==> src/rtl/uart_tx_arbiter_if.sv <==
// Bus bundle between the byte producers and the uart_tx arbiter.
//   req/req_data    : level requests and their bytes (requester i at [i*DBIT +: DBIT])
//   grant/done      : one-hot 1-cycle pulses back to the requesters
//   timeout_err     : 1-cycle pulse when a frame is aborted by the watchdog
//   tx_start/tx_din : towards uart_tx
//   tx_done_tick    : from uart_tx
//   busy            : arbiter is not idle
// master = producer/uart side, slave = arbiter.
interface uart_tx_arbiter_if #(
    parameter int NREQ = 4,
    parameter int DBIT = 8
);
    logic [NREQ-1:0]      req;
    logic [NREQ*DBIT-1:0] req_data;
    logic [NREQ-1:0]      grant;
    logic [NREQ-1:0]      done;
    logic                 timeout_err;
    logic                 tx_start;
    logic [DBIT-1:0]      tx_din;
    logic                 tx_done_tick;
    logic                 busy;

    modport master (
        output req, req_data, tx_done_tick,
        input  grant, done, timeout_err, tx_start, tx_din, busy
    );

    modport slave (
        input  req, req_data, tx_done_tick,
        output grant, done, timeout_err, tx_start, tx_din, busy
    );
endinterface

==> src/rtl/uart_tx_arbiter.sv <==
// Round-robin arbiter/sequencer in front of a single uart_tx.
// Grants one requester at a time, latches its byte onto tx_din, pulses
// tx_start and waits for tx_done_tick. A watchdog aborts a frame whose
// tx_done_tick never arrives.
// Ports:
//   clk   : system clock, posedge
//   reset : synchronous, active-low
//   bus   : uart_tx_arbiter_if.slave (requests, grants, uart_tx handshake)
// All outputs are registered.
module uart_tx_arbiter #(
    parameter int NREQ        = 4,
    parameter int DBIT        = 8,
    parameter int TIMEOUT_CYC = 200000
) (
    input  logic              clk,
    input  logic              reset,
    uart_tx_arbiter_if.slave  bus
);
    localparam int PW = (NREQ > 1) ? $clog2(NREQ) : 1;
    localparam int WW = $clog2(TIMEOUT_CYC + 1);

    localparam logic [1:0] S_IDLE   = 2'd0;
    localparam logic [1:0] S_LAUNCH = 2'd1;
    localparam logic [1:0] S_WAIT   = 2'd2;

    logic [1:0]      state_q, state_d;
    logic [PW-1:0]   rr_ptr_q, rr_ptr_d;
    logic [PW-1:0]   owner_q, owner_d;
    logic [DBIT-1:0] tx_din_q, tx_din_d;
    logic [NREQ-1:0] grant_q, grant_d;
    logic [NREQ-1:0] done_q, done_d;
    logic            timeout_q, timeout_d;
    logic            tx_start_q, tx_start_d;
    logic            busy_q, busy_d;
    logic [WW-1:0]   wdog_q, wdog_d;

    logic            pick_vld;
    logic [PW-1:0]   pick_idx;
    logic [PW-1:0]   next_ptr;

    // First set request at or after rr_ptr, wrapping modulo NREQ.
    always_comb begin
        pick_vld = 1'b0;
        pick_idx = '0;
        for (int i = 0; i < NREQ; i++) begin
            if (!pick_vld && bus.req[(int'(rr_ptr_q) + i) % NREQ]) begin
                pick_vld = 1'b1;
                pick_idx = PW'((int'(rr_ptr_q) + i) % NREQ);
            end
        end
    end

    // Pointer moves past the owner whether the frame completed or was aborted,
    // so a stuck requester cannot starve the others.
    assign next_ptr = (int'(owner_q) == NREQ - 1) ? '0 : owner_q + PW'(1);

    always_comb begin
        state_d    = state_q;
        rr_ptr_d   = rr_ptr_q;
        owner_d    = owner_q;
        tx_din_d   = tx_din_q;
        wdog_d     = wdog_q;
        grant_d    = '0;
        done_d     = '0;
        timeout_d  = 1'b0;
        tx_start_d = 1'b0;
        case (state_q)
            S_IDLE: begin
                if (pick_vld) begin
                    owner_d  = pick_idx;
                    tx_din_d = bus.req_data[int'(pick_idx)*DBIT +: DBIT];
                    grant_d  = NREQ'(1) << pick_idx;
                    state_d  = S_LAUNCH;
                end
            end
            S_LAUNCH: begin
                tx_start_d = 1'b1;
                wdog_d     = '0;
                state_d    = S_WAIT;
            end
            S_WAIT: begin
                wdog_d = wdog_q + WW'(1);
                // done has priority over a coinciding timeout
                if (bus.tx_done_tick) begin
                    done_d   = NREQ'(1) << owner_q;
                    rr_ptr_d = next_ptr;
                    state_d  = S_IDLE;
                end else if (wdog_q == WW'(TIMEOUT_CYC - 1)) begin
                    timeout_d = 1'b1;
                    rr_ptr_d  = next_ptr;
                    state_d   = S_IDLE;
                end
            end
            default: state_d = S_IDLE;
        endcase
        busy_d = (state_d != S_IDLE);
    end

    always_ff @(posedge clk) begin
        if (!reset) begin
            state_q    <= S_IDLE;
            rr_ptr_q   <= '0;
            owner_q    <= '0;
            tx_din_q   <= '0;
            grant_q    <= '0;
            done_q     <= '0;
            timeout_q  <= 1'b0;
            tx_start_q <= 1'b0;
            busy_q     <= 1'b0;
            wdog_q     <= '0;
        end else begin
            state_q    <= state_d;
            rr_ptr_q   <= rr_ptr_d;
            owner_q    <= owner_d;
            tx_din_q   <= tx_din_d;
            grant_q    <= grant_d;
            done_q     <= done_d;
            timeout_q  <= timeout_d;
            tx_start_q <= tx_start_d;
            busy_q     <= busy_d;
            wdog_q     <= wdog_d;
        end
    end

    assign bus.grant       = grant_q;
    assign bus.done        = done_q;
    assign bus.timeout_err = timeout_q;
    assign bus.tx_start    = tx_start_q;
    assign bus.tx_din      = tx_din_q;
    assign bus.busy        = busy_q;
endmodule

==> src/flat_wrapper.sv <==
// flat-port wrapper written by rule: the top's interface ports become plain ports
module uart_tx_arbiter_flat 
#(
    parameter int NREQ        = 4,
    parameter int DBIT        = 8,
    parameter int TIMEOUT_CYC = 200000
)
  (clk, reset, bus_req, bus_req_data, bus_tx_done_tick, bus_grant, bus_done, bus_timeout_err, bus_tx_start, bus_tx_din, bus_busy);
  uart_tx_arbiter_if #(.NREQ(NREQ), .DBIT(DBIT)) bus_i ();
  input  logic clk;
  input  logic reset;
  input wire logic [$bits(bus_i.req)-1:0] bus_req;
  input wire logic [$bits(bus_i.req_data)-1:0] bus_req_data;
  input wire logic [$bits(bus_i.tx_done_tick)-1:0] bus_tx_done_tick;
  output wire logic [$bits(bus_i.grant)-1:0] bus_grant;
  output wire logic [$bits(bus_i.done)-1:0] bus_done;
  output wire logic [$bits(bus_i.timeout_err)-1:0] bus_timeout_err;
  output wire logic [$bits(bus_i.tx_start)-1:0] bus_tx_start;
  output wire logic [$bits(bus_i.tx_din)-1:0] bus_tx_din;
  output wire logic [$bits(bus_i.busy)-1:0] bus_busy;
  assign bus_i.req = bus_req;
  assign bus_i.req_data = bus_req_data;
  assign bus_i.tx_done_tick = bus_tx_done_tick;
  assign bus_grant = bus_i.grant;
  assign bus_done = bus_i.done;
  assign bus_timeout_err = bus_i.timeout_err;
  assign bus_tx_start = bus_i.tx_start;
  assign bus_tx_din = bus_i.tx_din;
  assign bus_busy = bus_i.busy;
  uart_tx_arbiter #(.NREQ(NREQ), .DBIT(DBIT), .TIMEOUT_CYC(TIMEOUT_CYC)) u_core (.clk(clk), .reset(reset), .bus(bus_i));
endmodule
==> config.mk <==
export PLATFORM = sky130hd
export DESIGN_NAME = uart_tx_arbiter_flat
export DESIGN_NICKNAME = d
export VERILOG_FILES = /design/src/rtl/uart_tx_arbiter_if.sv /design/src/rtl/uart_tx_arbiter.sv /design/src/flat_wrapper.sv
export SDC_FILE = /design/constraint.sdc
export NUM_CORES = 1
export LEC_CHECK = 0
export CORE_MARGIN = 2
export CORE_UTILIZATION = 43
export CTS_CLUSTER_SIZE = 14
export DETAILED_ROUTE_END_ITERATION = 10
export PLACE_DENSITY = 0.77
export SYNTH_ARGS = -nofsm -noshare
export SYNTH_HDL_FRONTEND = slang
export SYNTH_SLANG_ARGS = --single-unit
==> constraint.sdc <==
create_clock -name clk -period 1.9 [get_ports clk]
set_input_delay 0.38 -clock clk [delete_from_list [all_inputs] [get_ports clk]]
set_output_delay 0.38 -clock clk [all_outputs]
set_load 0.02 [all_outputs]
## Word level (Yosys, flattened, before mapping)

Cells that the tools add are included.

- Input bits: 39
- Output and inout port bits: 19
- Bits in registers: 43
- Word-level logic and storage cells: 78

- Bitwise gates (word level): 5
- Magnitude comparators: 4
- Eq/ne operators: 4
- Muxes and demuxes: 29
- Reductions and logical operators: 18
- Shifts and indexed selects: 3
- Add/subtract/negate cells: 5

Operators with widths:

| operator | count |
|---|---|
| 18-bit one-hot mux with 2 select lines | 1 |
| 32-bit by 6-bit variable part select with 8-bit output | 1 |
| 2-bit 2-to-1 mux | 10 |
| 18-bit by 1-bit adder with 18-bit output (second input constant) | 1 |
| 18-bit equality test (second input constant) | 1 |
| 1-bit 2-to-1 mux | 13 |
| 3-bit by 4-bit < comparator with 1-bit output (second input constant) | 3 |
| 1-bit binary-select mux with 2-bit select | 4 |
| 1-bit by 2-bit left shift with 4-bit output (first input constant) | 2 |
| 2-bit one-hot mux with 3 select lines | 1 |
| 3-bit AND reduction | 2 |
| 2-bit nonzero test | 3 |
| 2-bit OR reduction | 3 |
| 2-bit by 1-bit adder with 2-bit output (second input constant) | 2 |
| 2-bit adder (second input constant) | 2 |
| 2-bit by 1-bit equality test with 1-bit output (second input constant) | 2 |
| 2-bit AND reduction | 2 |
| 1-bit AND (first input constant) | 3 |
| 1-bit logical AND | 3 |
| 1-bit zero test | 3 |
| 2-bit by 3-bit < comparator with 1-bit output (second input constant) | 1 |
| 3-bit OR reduction | 1 |
| 2-bit equality test (second input constant) | 1 |
| 2-bit zero test | 1 |
| 1-bit inverter | 2 |

## Depth between registers and ports, before layout

Gate-level depths: netlist (run 1).

- Word-level depth: 17
- Gate-level depth with buffers: 7
- Gate-level depth less buffers: 7

## Worst setup path after synthesis (run 1)

OpenSTA, ideal clock, no wires.

- Kind: register to register
- Start point: reg u_core.state_q[0]
- End point: reg u_core.wdog_q[13]
- Clock period less this slack: 1.814 ns
- Required time: 1.770 ns
- Library setup time: 0.130 ns
- Setup slack: 0.086 ns
- Stages on the path, launching flop included: 8
- Buffers on the path: 0
- Data arrival time: 1.684 ns
- Path through: dfxtp_1 -> inv_1 -> ha_1 -> nand4_2 -> nor3_1 -> and4_1 -> xnor2_1 -> nor2_1

- Cells in the longest elaborated chain, start to end: 2
- Elaborated cells between the ends (all ways): 4
- Those cells by class: 2 x eq/ne; 1 x mux; 1 x reduce/logical

RTL lines:

| item | RTL line | source |
|---|---|---|
| start, declared | uart_tx_arbiter.sv:26 | `logic [1:0] state_q, state_d;` |
| start signal, assigned | uart_tx_arbiter.sv:112 | `state_q <= state_d;` |
| 2-bit equality test / 2-bit by 1-bit equality test with 1-bit output (equally long branches) | uart_tx_arbiter.sv:67 | `case (state_q)` |
| 18-bit one-hot mux with 2 select lines / 2-bit nonzero test (equally long branches) | - |  |
| end signal, assigned | uart_tx_arbiter.sv:121 | `wdog_q <= wdog_d;` |
| end, declared | uart_tx_arbiter.sv:35 | `logic [WW-1:0] wdog_q, wdog_d;` |

Several ways; a longest one is shown, not always the timed one.
A chain may end at the register's enable or synchronous reset.

## Final worst setup path (run 1)

- Start point: in bus_req[1]
- End point: reg u_core.tx_din_q[5], in the netlist u_core.bus.tx_din[5]

- Cells in the longest elaborated chain, start to end: 13
- Elaborated cells between the ends (all ways): 27
- Those cells by class: 1 x shift; 19 x mux; 7 x reduce/logical

RTL lines:

| item | RTL line | source |
|---|---|---|
| start, declared | flat_wrapper.sv:12 | `input wire logic [$bits(bus_i.req)-1:0] bus_req;` |
| 1-bit binary-select mux with 2-bit select | uart_tx_arbiter.sv:46 | `if (!pick_vld && bus.req[(int'(rr_ptr_q) + i) % NREQ]) begin` |
| 1-bit 2-to-1 mux (implied by the code) | uart_tx_arbiter.sv:46 |  |
| 1-bit 2-to-1 mux | uart_tx_arbiter.sv:46 |  |
| 1-bit zero test | uart_tx_arbiter.sv:46 |  |
| 1-bit logical AND | uart_tx_arbiter.sv:46 |  |
| 1-bit 2-to-1 mux | uart_tx_arbiter.sv:46 |  |
| 1-bit zero test | uart_tx_arbiter.sv:46 |  |
| 1-bit logical AND | uart_tx_arbiter.sv:46 |  |
| 1-bit 2-to-1 mux | uart_tx_arbiter.sv:46 |  |
| 1-bit zero test | uart_tx_arbiter.sv:46 |  |
| 1-bit logical AND | uart_tx_arbiter.sv:46 |  |
| 2-bit 2-to-1 mux / 1-bit 2-to-1 mux (equally long branches) | uart_tx_arbiter.sv:46 |  |
| 32-bit by 6-bit variable part select with 8-bit output / 2-bit AND reduction (equally long branches) | - |  |
| end signal, assigned | uart_tx_arbiter.sv:115 | `tx_din_q <= tx_din_d;` |
| end, declared | uart_tx_arbiter.sv:29 | `logic [DBIT-1:0] tx_din_q, tx_din_d;` |

Several ways; a longest one is shown, not always the timed one. The select of a mux whose other input is x is not followed.

==> results of run 1 <==
## sequential cells by signal, indices dropped and copies added, names as in the netlist
register,cells
u_core.wdog_q,18
u_core.bus.tx_din,8
u_core.bus.done,4
u_core.bus.grant,4
u_core.owner_q,2
u_core.rr_ptr_q,2
u_core.state_q,2
u_core.bus.busy,1
u_core.bus.timeout_err,1
u_core.bus.tx_start,1
## worst max-delay path, cell delays in order
cell	delay (ps)
clkdlybuf4s50_1	470
or4_4	550
and2_2	260
nand3_4	150
o221ai_1	140
## per-layer routing
layer	wire, µm	GRT usage (%)	vias up	share of wire, %
li1	-	-	919	-
met1	1950	21.6	793	44
met2	2260	30.5	37	51
met3	177	4.42	5	4.0
met4	61	7.41	0	1.4
met5	0	0	-	0
## worst max-delay path by stage
stage	from	to	slack [ps]
4_1_cts	bus_req[1]	u_core.bus.tx_din[5]	8
6_report	bus_req[1]	u_core.bus.tx_din[5]	110
2_1_floorplan	u_core.state_q[0]	u_core.wdog_q[13]	90
3_3_place_gp	bus_req[1]	u_core.bus.tx_din[4]	-270
3_5_place_dp	bus_req[1]	u_core.bus.tx_din[0]	-300
5_1_grt	bus_req[0]	u_core.bus.tx_din[6]	2
## what timing repair did
| action | in CTS | in global routing |
|---|---|---|
| hold buffers | 0 | 0 |
| resized for setup | 0 | 9 |
| setup buffers | 0 | 0 |
| endpoints found under the setup margin | 0 | 13 |
## through the flow
stage          setup slack [ps]  total power (W)  cell area [µm²]  utilization (%)  setup TNS (ps)
2_1_floorplan              85.6          0.00140             2030                -               0
3_3_place_gp               -269          0.00168             2730             61.5           -2930
3_5_place_dp               -302          0.00169             2730             61.5           -3370
4_1_cts                    8.43          0.00232             2830             63.7               0
5_1_grt                    1.84          0.00245             2890             64.9               0
6_report                    107          0.00233             2890             64.9               0
## cells by family after synthesis
family	Yosys count	share of synthesized area, %
and+or+nand+nor	94	24.3
DFF	43	42.4
AOI/OAI and AO/OA	29	10.3
muxes	19	9.37
xor gates and xnor gates	15	6.47
buffers and inverters	15	3.45
adders and majority gates	6	3.70
## power groups by stage
stage / combinational [W] / clock (W) / sequential [W]
finish: 0.000686 / 0.000627 / 0.00101
global placement: 0.000651 / 0 / 0.00103
detailed placement: 0.000660 / 0 / 0.00103
floorplan: 0.000296 / 0 / 0.00111
CTS: 0.000662 / 0.000641 / 0.00101
global route: 0.000747 / 0.000682 / 0.00102
## synth_stat cells, drive strengths merged
cell type,number
a21o,1
nor2b,4
and4,2
nand2,26
nand4,5
mux2i,19
nand3b,2
clkbuf,4
a311oi,1
inv,7
ha,6
xnor2,5
nand4b,1
or3,2
o221ai,8
a21oi,6
and2,3
o41ai,1
a22oi,1
nor3,5
or2,1
a21boi,3
nor4,1
o21ai,5
nand2b,2
o221a,1
dfxtp,43
and3,1
nor2,29
buf,4
nand3,7
or4,1
a211oi,1
xor2,10
or4b,2
o2bb2a,1
## area by class of cell
class	count	area, µm²	area share [%]
clock buffers	8	100	3.47
inverters	7	26.3	0.910
multi-input cells	163	1130	39.1
flip-flops and latches	43	861	29.8
well taps	52	65.1	2.25
repair buffers	71	706	24.4
==> key figures, run 1 <==
Placement
  • Placed Instances: 335
  • Global placement routability congestion: 0.789
  • Input/output buffers: 57
  • Detailed Place HPWL: 3350 µm

Layout
  • Most common library cell in the layout ignoring fill and taps: clkdlybuf4s50_1
  • Final Non-Filler Cells: 344
  • Area growth, synth to finish: 42.2%
  • Leading cell types in the layout, fill and taps excluded: clkdlybuf4s50_1 (57), dfxtp_1 (43), nor2_1 (29)
  • Number of antenna diodes: 0
  • Fraction of layout cells with a size suffix above 1: 12.3%
  • Net total in the final layout: 336
  • Filler cell count in the final layout: 376

Setup path
  • Signal arrival time at the worst endpoint: 1960 ps
  • Worst flop-to-flop path endpoint: u_core.wdog_q[12]
  • Required arrival time at the worst endpoint: 2070 ps
  • Startpoint types: input pin
  • Kind of critical path: input pin to flip-flop
  • Slack of the worst reg-to-reg path: 160 ps
  • Crit Reg-Reg Startpoint: u_core.state_q[1]
  • Peak fanout along the critical path: 10
  • Crit end category: flip-flop
  • Length in cells of the worst reg-to-reg path: 7

STA
  • Count of final max-slew check failures: 0
  • Worst slew slack as a fraction of its limit: 70.2%
  • Final worst path period need: 1790 ps
  • Setup violators final: 0
  • Achievable clock frequency: 558 MHz
  • Slew of the pin with the lowest slew margin: 446 ps
  • Part of the cycle the worst path needs: 94.3%
  • Final Hold Fails: 0
  • Setup repair after global routing missed its margin: false
  • Final hold slack: 472 ps
  • Clock Skew: 5.93 ps

Detailed routing
  • Number of vias in the routed layout: 1754
  • ANT nets after route: 0
  • Detail-routed via count per cell: 5.10
  • Detail-routed net length per standard cell: 13.0 µm
  • Overall routed net length: 4460 µm
  • DR pass1 iterations: 5
  • Residual DRC count: 0
  • Violation count after the first detailed-routing iteration: 68

Clocking
  • Clk slew on worst S/H paths: 80 ps
  • Clk sinks: 43
  • Latest clock arrival within the worst-skew pair: 290 ps
  • Number of buffers inserted during clock tree synthesis: 5
  • H-tree lvl count: 2
  • CTS Root Cell: clkbuf_8
  • Clock tree from TritonCTS: yes
  • Clock Path Buffers: 2

Power and ir drop
  • Switching power: 0.000681 W
  • Part of the power in the clock network: 26.9%
  • Part of the power in registers: 43.6%
  • Sw frac: 29.3%
  • Logic pwr share: 29.5%
  • Power per cell area: 806 nW/µm²
  • Worst voltage drop across the vdd grid: 0.000467 V
  • Static leakage power: 1.08 nW
  • Cell internal power dissipation: 0.00164 W

Global route
  • Number of antenna violations at the first check in global routing: 0
  • Aggregate global routing overflow: 0
  • Total global-route track usage: 18.0%
  • Wire length of the first global-routing pass: 7400 µm
  • Number of global-route vias before repair: 1639
  • Pin count of the biggest net entering global routing: 19

Hold path
  • Start point of the worst hold path: u_core.bus.tx_din[4]
  • Hold Crit Depth: 2
  • Hold Path Class: flip-flop to flip-flop
  • Hold Path End: u_core.bus.tx_din[4]

Floorplan
  • Initial Utilization: 45.7%
  • Number of core rows: 24
  • DIE WIDTH: 72.7 µm
  • Count of pins on the block boundary: 58
  • Die Span Y: 72.7 µm
  • Overall die area: 5290 µm²
  • Core region area: 4440 µm²

Logic synthesis
  • Cell types with the largest area share after synthesis: dfxtp_1 (42%), mux2i_1 (9.4%), nor2_1 (5.4%), nand2_1 (4.6%), xor2_1 (4.3%)
  • Mapped Avg Cell Area: 9.18 µm²
  • Register area share after synthesis: 42.4%
  • Post-Syn Nets: 266
  • Total of flip-flops plus latches after synthesis: 43
  • Cell Area, Synth: 2030 µm²
  • Count of distinct cell types in the synthesized netlist: 46
  • Yosys warning count: 0
  • Cell type with the highest aggregate area in the netlist: dfxtp_1
  • Share of Yosys cell area claimed by the top area cell type: 42.4%
  • Synth Instances: 221

Run status
  • Status: finished, final reports clean

Run
  • Maxcap violations: 0
No activity file was read; power rests on OpenSTA's default activity.
==> run 2, diff against run 1 <==
CORE_UTILIZATION = 38   (was 43)
DONT_BUFFER_PORTS = 1   (was default)
PLACE_DENSITY = 0.55   (was 0.77)
==> run 2 against run 1 <==
Utilization fell by 22 points. Final cell count is 14% lower. Clock power is 16% lower. Hold slack got worse by 310 ps. Largest cell class unchanged. Critical endpoint is now u_core.state_q[1].
==> key figures, run 2 (synthesis results as in run 1) <==
Run
  • Maxcap violations: 0 (unchanged)

Detailed routing
  • DR pass1 iterations: 4 (-1)
  • ANT nets after route: 0 (unchanged)
  • Detail-routed via count per cell: 4.94 (-3.1%)
  • Uppermost metal layer occupied by signal nets: met4
  • M1 wire length: 1840 µm (-6.0%)
  • Met2 wirelength from detailed routing: 1730 µm (-24%)
  • Number of vias in the routed layout: 1462 (-17%)
  • Overall routed net length: 3770 µm (-15%)
  • Detail Route met3 WL: 173 µm (-2.3%)
  • Residual DRC count: 0 (unchanged)
  • Violation count after the first detailed-routing iteration: 52 (-24%)
  • Detail-routed net length per standard cell: 12.7 µm (-1.7%)

Clocking
  • CTS Hold Buffers Added: 0 (unchanged)
  • H-tree lvl count: 2 (unchanged)
  • CTS Root Cell: clkbuf_8
  • Clk sinks: 43 (unchanged)
  • Clock tree from TritonCTS: yes
  • Number of buffers inserted during clock tree synthesis: 5 (unchanged)
  • Clock Path Buffers: 2 (unchanged)
  • Clk slew on worst S/H paths: 80 ps (about the same)
  • Latest clock arrival within the worst-skew pair: 290 ps (about the same)

Placement
  • Global placement routability congestion: 0.781 (-1.1%)
  • Placed Instances: 290 (-13%)
  • Input/output buffers: 0 (-100%)
  • Area post-placement: 2140 µm² (-22%)
  • DP Worst Slack: 127 ps (+428 ps)
  • Detailed Place HPWL: 2750 µm (-18%)

Layout
  • Final Non-Filler Cells: 296 (-14%)
  • Leading cell types in the layout, fill and taps excluded: dfxtp_1 (43), nor2_1 (29), nand2_1 (25)
  • Number of flip-flops under the largest register name: 18 (unchanged)
  • Post-route cell area: 2230 µm² (-23%)
  • Most common library cell in the layout ignoring fill and taps: dfxtp_1
  • Number of antenna diodes: 0 (unchanged)
  • Area growth, synth to finish: 9.80%
  • Most flop-heavy register: u_core.wdog_q
  • Net total in the final layout: 272 (-19%)
  • Fraction of layout cells with a size suffix above 1: 10.2% (-2.2 points)

STA
  • Setup violators final: 0 (unchanged)
  • Part of the cycle the worst path needs: 89.0% (-5.4 points)
  • Slew of the pin with the lowest slew margin: 322 ps (-124 ps)
  • Achievable clock frequency: 591 MHz (+6.0%)
  • Accumulated negative setup slack: 0 ps (unchanged)
  • Final worst path period need: 1690 ps (-102 ps)
  • Worst Slack Setup Final: 209 ps (+102 ps)
  • Final Hold Fails: 0 (unchanged)
  • Worst slew slack as a fraction of its limit: 78.5% (+8.4 points)
  • Count of final max-slew check failures: 0 (unchanged)
  • Setup repair after global routing missed its margin: false
  • Clock Skew: 5.82 ps (-0.112 ps)

Setup path
  • Peak fanout along the critical path: 5 (-5)
  • Required arrival time at the worst endpoint: 2080 ps (about the same)
  • Signal arrival time at the worst endpoint: 1870 ps (-90 ps)
  • Startpoint types: flip-flop
  • Kind of critical path: flip-flop to flip-flop
  • Crit end category: flip-flop

Floorplan
  • DIE WIDTH: 77.1 µm (+6.0%)
  • Overall die area: 5940 µm² (+12%)
  • Initial Utilization: 39.5% (-6.2 points)
  • Count of pins on the block boundary: 58 (unchanged)
  • Core region area: 5140 µm² (+16%)
  • Number of core rows: 26 (+8.3%)
  • Die Span Y: 77.1 µm (+6.0%)

Run status
  • Status: finished, final reports clean

Power and ir drop
  • Static leakage power: 0.809 nW (-25%)
  • Worst voltage drop across the vdd grid: 0.000382 V (-18%)
  • Power per cell area: 907 nW/µm² (+13%)

Global route
  • Total global-route track usage: 12.3% (-5.7 points)
  • Aggregate global routing overflow: 0 (unchanged)
  • Number of global-route vias before repair: 1266 (-23%)
  • Pin count of the biggest net entering global routing: 21 (+2)
  • Number of antenna violations at the first check in global routing: 0 (unchanged)
  • Wire length of the first global-routing pass: 5800 µm (-22%)

Hold path
  • Hold Path Class: input pin to flip-flop
==> run 2: cell types whose count changed in the layout (fill, tap and decap cells not counted), moves of 2 or more <==
cell	change
clkdlybuf4s50_1	-57
buf_4	-6
and2_2	-2
clkbuf_8	-2
==> run 2: area by class of cell <==
| type | instances | area, µm² |
|---|---|---|
| fill | 538 | 2910 |
| clock buffer | 6 | 72.6 |
| inverter | 7 | 26.3 |
| multi-input combinational | 163 | 1120 |
| tap | 70 | 87.6 |
| sequential | 43 | 861 |
| timing repair buffer | 7 | 65.1 |
==> run 2: timing repair <==
action                                 in CTS  in global routing
endpoints found under the hold margin       0                  0
resized for setup                           0                  2
setup endpoints to repair                   0                  1
setup buffers                               0                  0
==> run 2: metrics by stage <==
step / hold WS [ps] / util [%] / total power [W]
floorplan: 440 / - / 0.00140
global placement: 461 / 41.6 / 0.00150
detailed placement: 461 / 41.6 / 0.00150
CTS: 148 / 43.0 / 0.00203
global route: 146 / 43.4 / 0.00214
finish: 161 / 43.4 / 0.00202
==> run 2: layer usage <==
metal / vias to the layer above / global-route usage [%]
met3: 4 / 5.06
met4: 0 / 4.29
li1: 784 / -
met2: 28 / 19.2
met5: - / 0
met1: 646 / 15.3
==> run 2: path summary, 6_finish.rpt <==
path | from | end | slack, ps | cells past startpoint
min reg2reg | u_core.wdog_q[5] | u_core.wdog_q[5] | 480 | 2
max | u_core.wdog_q[7] | u_core.state_q[1] | 210 | 5
min | bus_tx_done_tick | u_core.bus.timeout_err | 160 | 1
max reg2reg | u_core.wdog_q[7] | u_core.state_q[1] | 210 | 5
==> run 2: worst max-delay path, stage by stage, from the launching register on <==
cell	delay [ps]
dfxtp_1	350
or4b_4	530
nor3_2	240
a21oi_1	150
a211oi_1	230
nor2_1	80
==> run 2: report_power, final <==
part           internal, W  total [W]  leakage [nW]  switching [W]
Combinational     0.000179   0.000405         0.422       0.000226
Clock             0.000245   0.000527        0.0371       0.000282
Sequential        0.000975    0.00109         0.350       0.000114
==> run 3, diff against run 2 <==
ABC_AREA = 0   (was default)
RECOVER_POWER = 50   (was default)
==> run 3 against run 2 <==
Fmax decreased by 0.16%. Sequential cell count unchanged. Non-clock buffer count unchanged. Setup slack got worse by 2.8 ps. Clock skew about the same. Critical path type unchanged. Largest power group unchanged. Register-to-register slack about the same. Final area decreased by 0.28%. Sequential power about the same. Clock power about the same.
==> key figures, run 3 (synthesis results as in run 1) <==
Run status
  • Status: finished, final reports clean

STA
  • Setup violators final: 0 (unchanged)
  • Part of the cycle the worst path needs: 89.1% (+0.15 points)
  • Worst slew slack as a fraction of its limit: 77.8% (-0.73 points)
  • Slew of the pin with the lowest slew margin: 333 ps (+10.9 ps)
  • Setup repair after global routing missed its margin: false
  • Clock Skew: 6.12 ps (+0.298 ps)
  • Count of final max-slew check failures: 0 (unchanged)
  • Achievable clock frequency: 590 MHz (-0.16%)
  • Accumulated negative setup slack: 0 ps (unchanged)
  • Final Hold Fails: 0 (unchanged)
  • Final worst path period need: 1690 ps (+2.78 ps)

Layout
  • Final Non-Filler Cells: 296 (unchanged)
  • Area growth, synth to finish: 9.49%
  • Number of antenna diodes: 0 (unchanged)
  • Fraction of layout cells with a size suffix above 1: 9.73% (-0.44 points)
  • Most flop-heavy register: u_core.wdog_q
  • Filler cell count in the final layout: 539 (+0.19%)
  • Number of flip-flops under the largest register name: 18 (unchanged)
  • Leading cell types in the layout, fill and taps excluded: dfxtp_1 (43), nor2_1 (29), nand2_1 (25)
  • Net total in the final layout: 272 (unchanged)
  • Most common library cell in the layout ignoring fill and taps: dfxtp_1

Global route
  • Wire length of the first global-routing pass: 5800 µm (unchanged)
  • Number of global-route vias before repair: 1266 (unchanged)
  • Pin count of the biggest net entering global routing: 21 (unchanged)
  • Number of antenna violations at the first check in global routing: 0 (unchanged)
  • Aggregate global routing overflow: 0 (unchanged)
  • Total global-route track usage: 12.3% (unchanged)

Run
  • Maxcap violations: 0 (unchanged)

Detailed routing
  • Violation count after the first detailed-routing iteration: 54 (+3.8%)
  • Detail-routed net length per standard cell: 12.7 µm (-0.21%)
  • Detail-routed via count per cell: 4.95 (+0.21%)
  • ANT nets after route: 0 (unchanged)
  • DR pass1 iterations: 4 (unchanged)
  • Number of vias in the routed layout: 1465 (+0.21%)
  • Residual DRC count: 0 (unchanged)
  • Overall routed net length: 3760 µm (-0.21%)

Clocking
  • Post-CTS setup buffer count: 0 (unchanged)
  • H-tree lvl count: 2 (unchanged)
  • Clock tree from TritonCTS: yes
  • Latest clock arrival within the worst-skew pair: 290 ps (about the same)
  • Clk sinks: 43 (unchanged)
  • CTS-repair resized insts: 0 (unchanged)
  • Clk slew on worst S/H paths: 80 ps (about the same)
  • Clock Path Buffers: 2 (unchanged)
  • CTS Root Cell: clkbuf_8
  • Number of buffers inserted during clock tree synthesis: 5 (unchanged)
  • CTS Hold Buffers Added: 0 (unchanged)

Floorplan
  • DIE WIDTH: 77.1 µm (unchanged)
  • Count of pins on the block boundary: 58 (unchanged)
  • Initial Utilization: 39.5% (unchanged)
  • Overall die area: 5940 µm² (unchanged)
  • Number of core rows: 26 (unchanged)
  • Die Span Y: 77.1 µm (unchanged)
  • Core region area: 5140 µm² (unchanged)

Power and ir drop
  • Static leakage power: 0.803 nW (-0.72%)
  • Worst voltage drop across the vdd grid: 0.000382 V (about the same)
  • Power per cell area: 906 nW/µm² (-0.12%)

Placement
  • Input/output buffers: 0 (unchanged)
  • Detailed Place HPWL: 2750 µm (unchanged)
  • Placed Instances: 290 (unchanged)
  • Global placement routability congestion: 0.781 (unchanged)

Setup path
  • Kind of critical path: flip-flop to flip-flop
  • Depth of the critical timing path with buffers and inverters included: 5 (unchanged)
  • Delay contributed by the slowest stage of the critical path: 530 ps (about the same)
  • Slack of the worst reg-to-reg path: 210 ps (about the same)
  • Kind of cell with the highest combined delay on the critical path: simple AND/OR/NAND/NOR gates
  • Critical path cell sequence: or4b_4 -> nor3_2 -> a21oi_1 -> a211oi_1 -> nor2_1
  • Buffering stage count on the worst path with inverters included: 0 (unchanged)
  • Worst flop-to-flop path endpoint: u_core.state_q[1]
  • Startpoint types: flip-flop
  • Crit Reg-Reg Startpoint: u_core.wdog_q[7]
  • Endpoint of the worst setup timing path: u_core.state_q[1]
  • Signal arrival time at the worst endpoint: 1870 ps (about the same)
  • Required arrival time at the worst endpoint: 2080 ps (about the same)
  • Length in cells of the worst reg-to-reg path: 5 (unchanged)
  • Startpoint of the most critical setup path: u_core.wdog_q[7]
  • Crit end category: flip-flop
  • CP max stage cell: or4b_4
  • Peak fanout along the critical path: 5 (unchanged)

Hold path
  • Hold Path Class: input pin to flip-flop
  • Start point of the worst hold path: bus_tx_done_tick
-- run 3: final cells by class --
class | instances | area (µm²) | area share, %
Multi-Input combinational cell | 163 | 1120 | 50.2
Sequential cell | 43 | 861 | 38.7
Timing Repair Buffer | 7 | 58.8 | 2.65
Clock buffer | 6 | 72.6 | 3.27
Tap cell | 70 | 87.6 | 3.94
Inverter | 7 | 26.3 | 1.18
-- run 3: worst min-delay path by stage --
| stage | slack [ps] | to | depth (start not counted) |
|---|---|---|---|
| 2_1_floorplan | 440 | u_core.bus.done[1] | 1 |
| 3_3_place_gp | 460 | u_core.bus.timeout_err | 1 |
| 3_5_place_dp | 460 | u_core.bus.timeout_err | 1 |
| 4_1_cts | 150 | u_core.bus.timeout_err | 1 |
| 5_1_grt | 150 | u_core.bus.timeout_err | 1 |
| 6_report | 160 | u_core.bus.timeout_err | 1 |
-- run 3: power breakdown --
group | internal, W | switching [W]
clock | 0.000245 | 0.000282
sequential | 0.000975 | 0.000113
combinational | 0.000171 | 0.000225
-- run 3: stage by stage --
step                utilization [%]  total power [W]  hold slack (ps)  setup WS (ps)  cell area, µm²
floorplan                         -          0.00140              440           85.6            2030
global placement               41.6          0.00150              461            152            2140
detailed placement             41.6          0.00150              461            127            2140
CTS                            43.0          0.00203              148            110            2210
global route                   43.2          0.00213              146           61.0            2220
finish                         43.2          0.00201              161            206            2220
-- run 3: metal layers --
layer | up-vias | global-route usage [%] | part of all wire (%)
met4 | 0 | 4.29 | 0.80
met3 | 4 | 5.06 | 4.6
li1 | 784 | - | -
met2 | 28 | 19.2 | 46
met5 | - | 0 | 0
met1 | 649 | 15.3 | 49
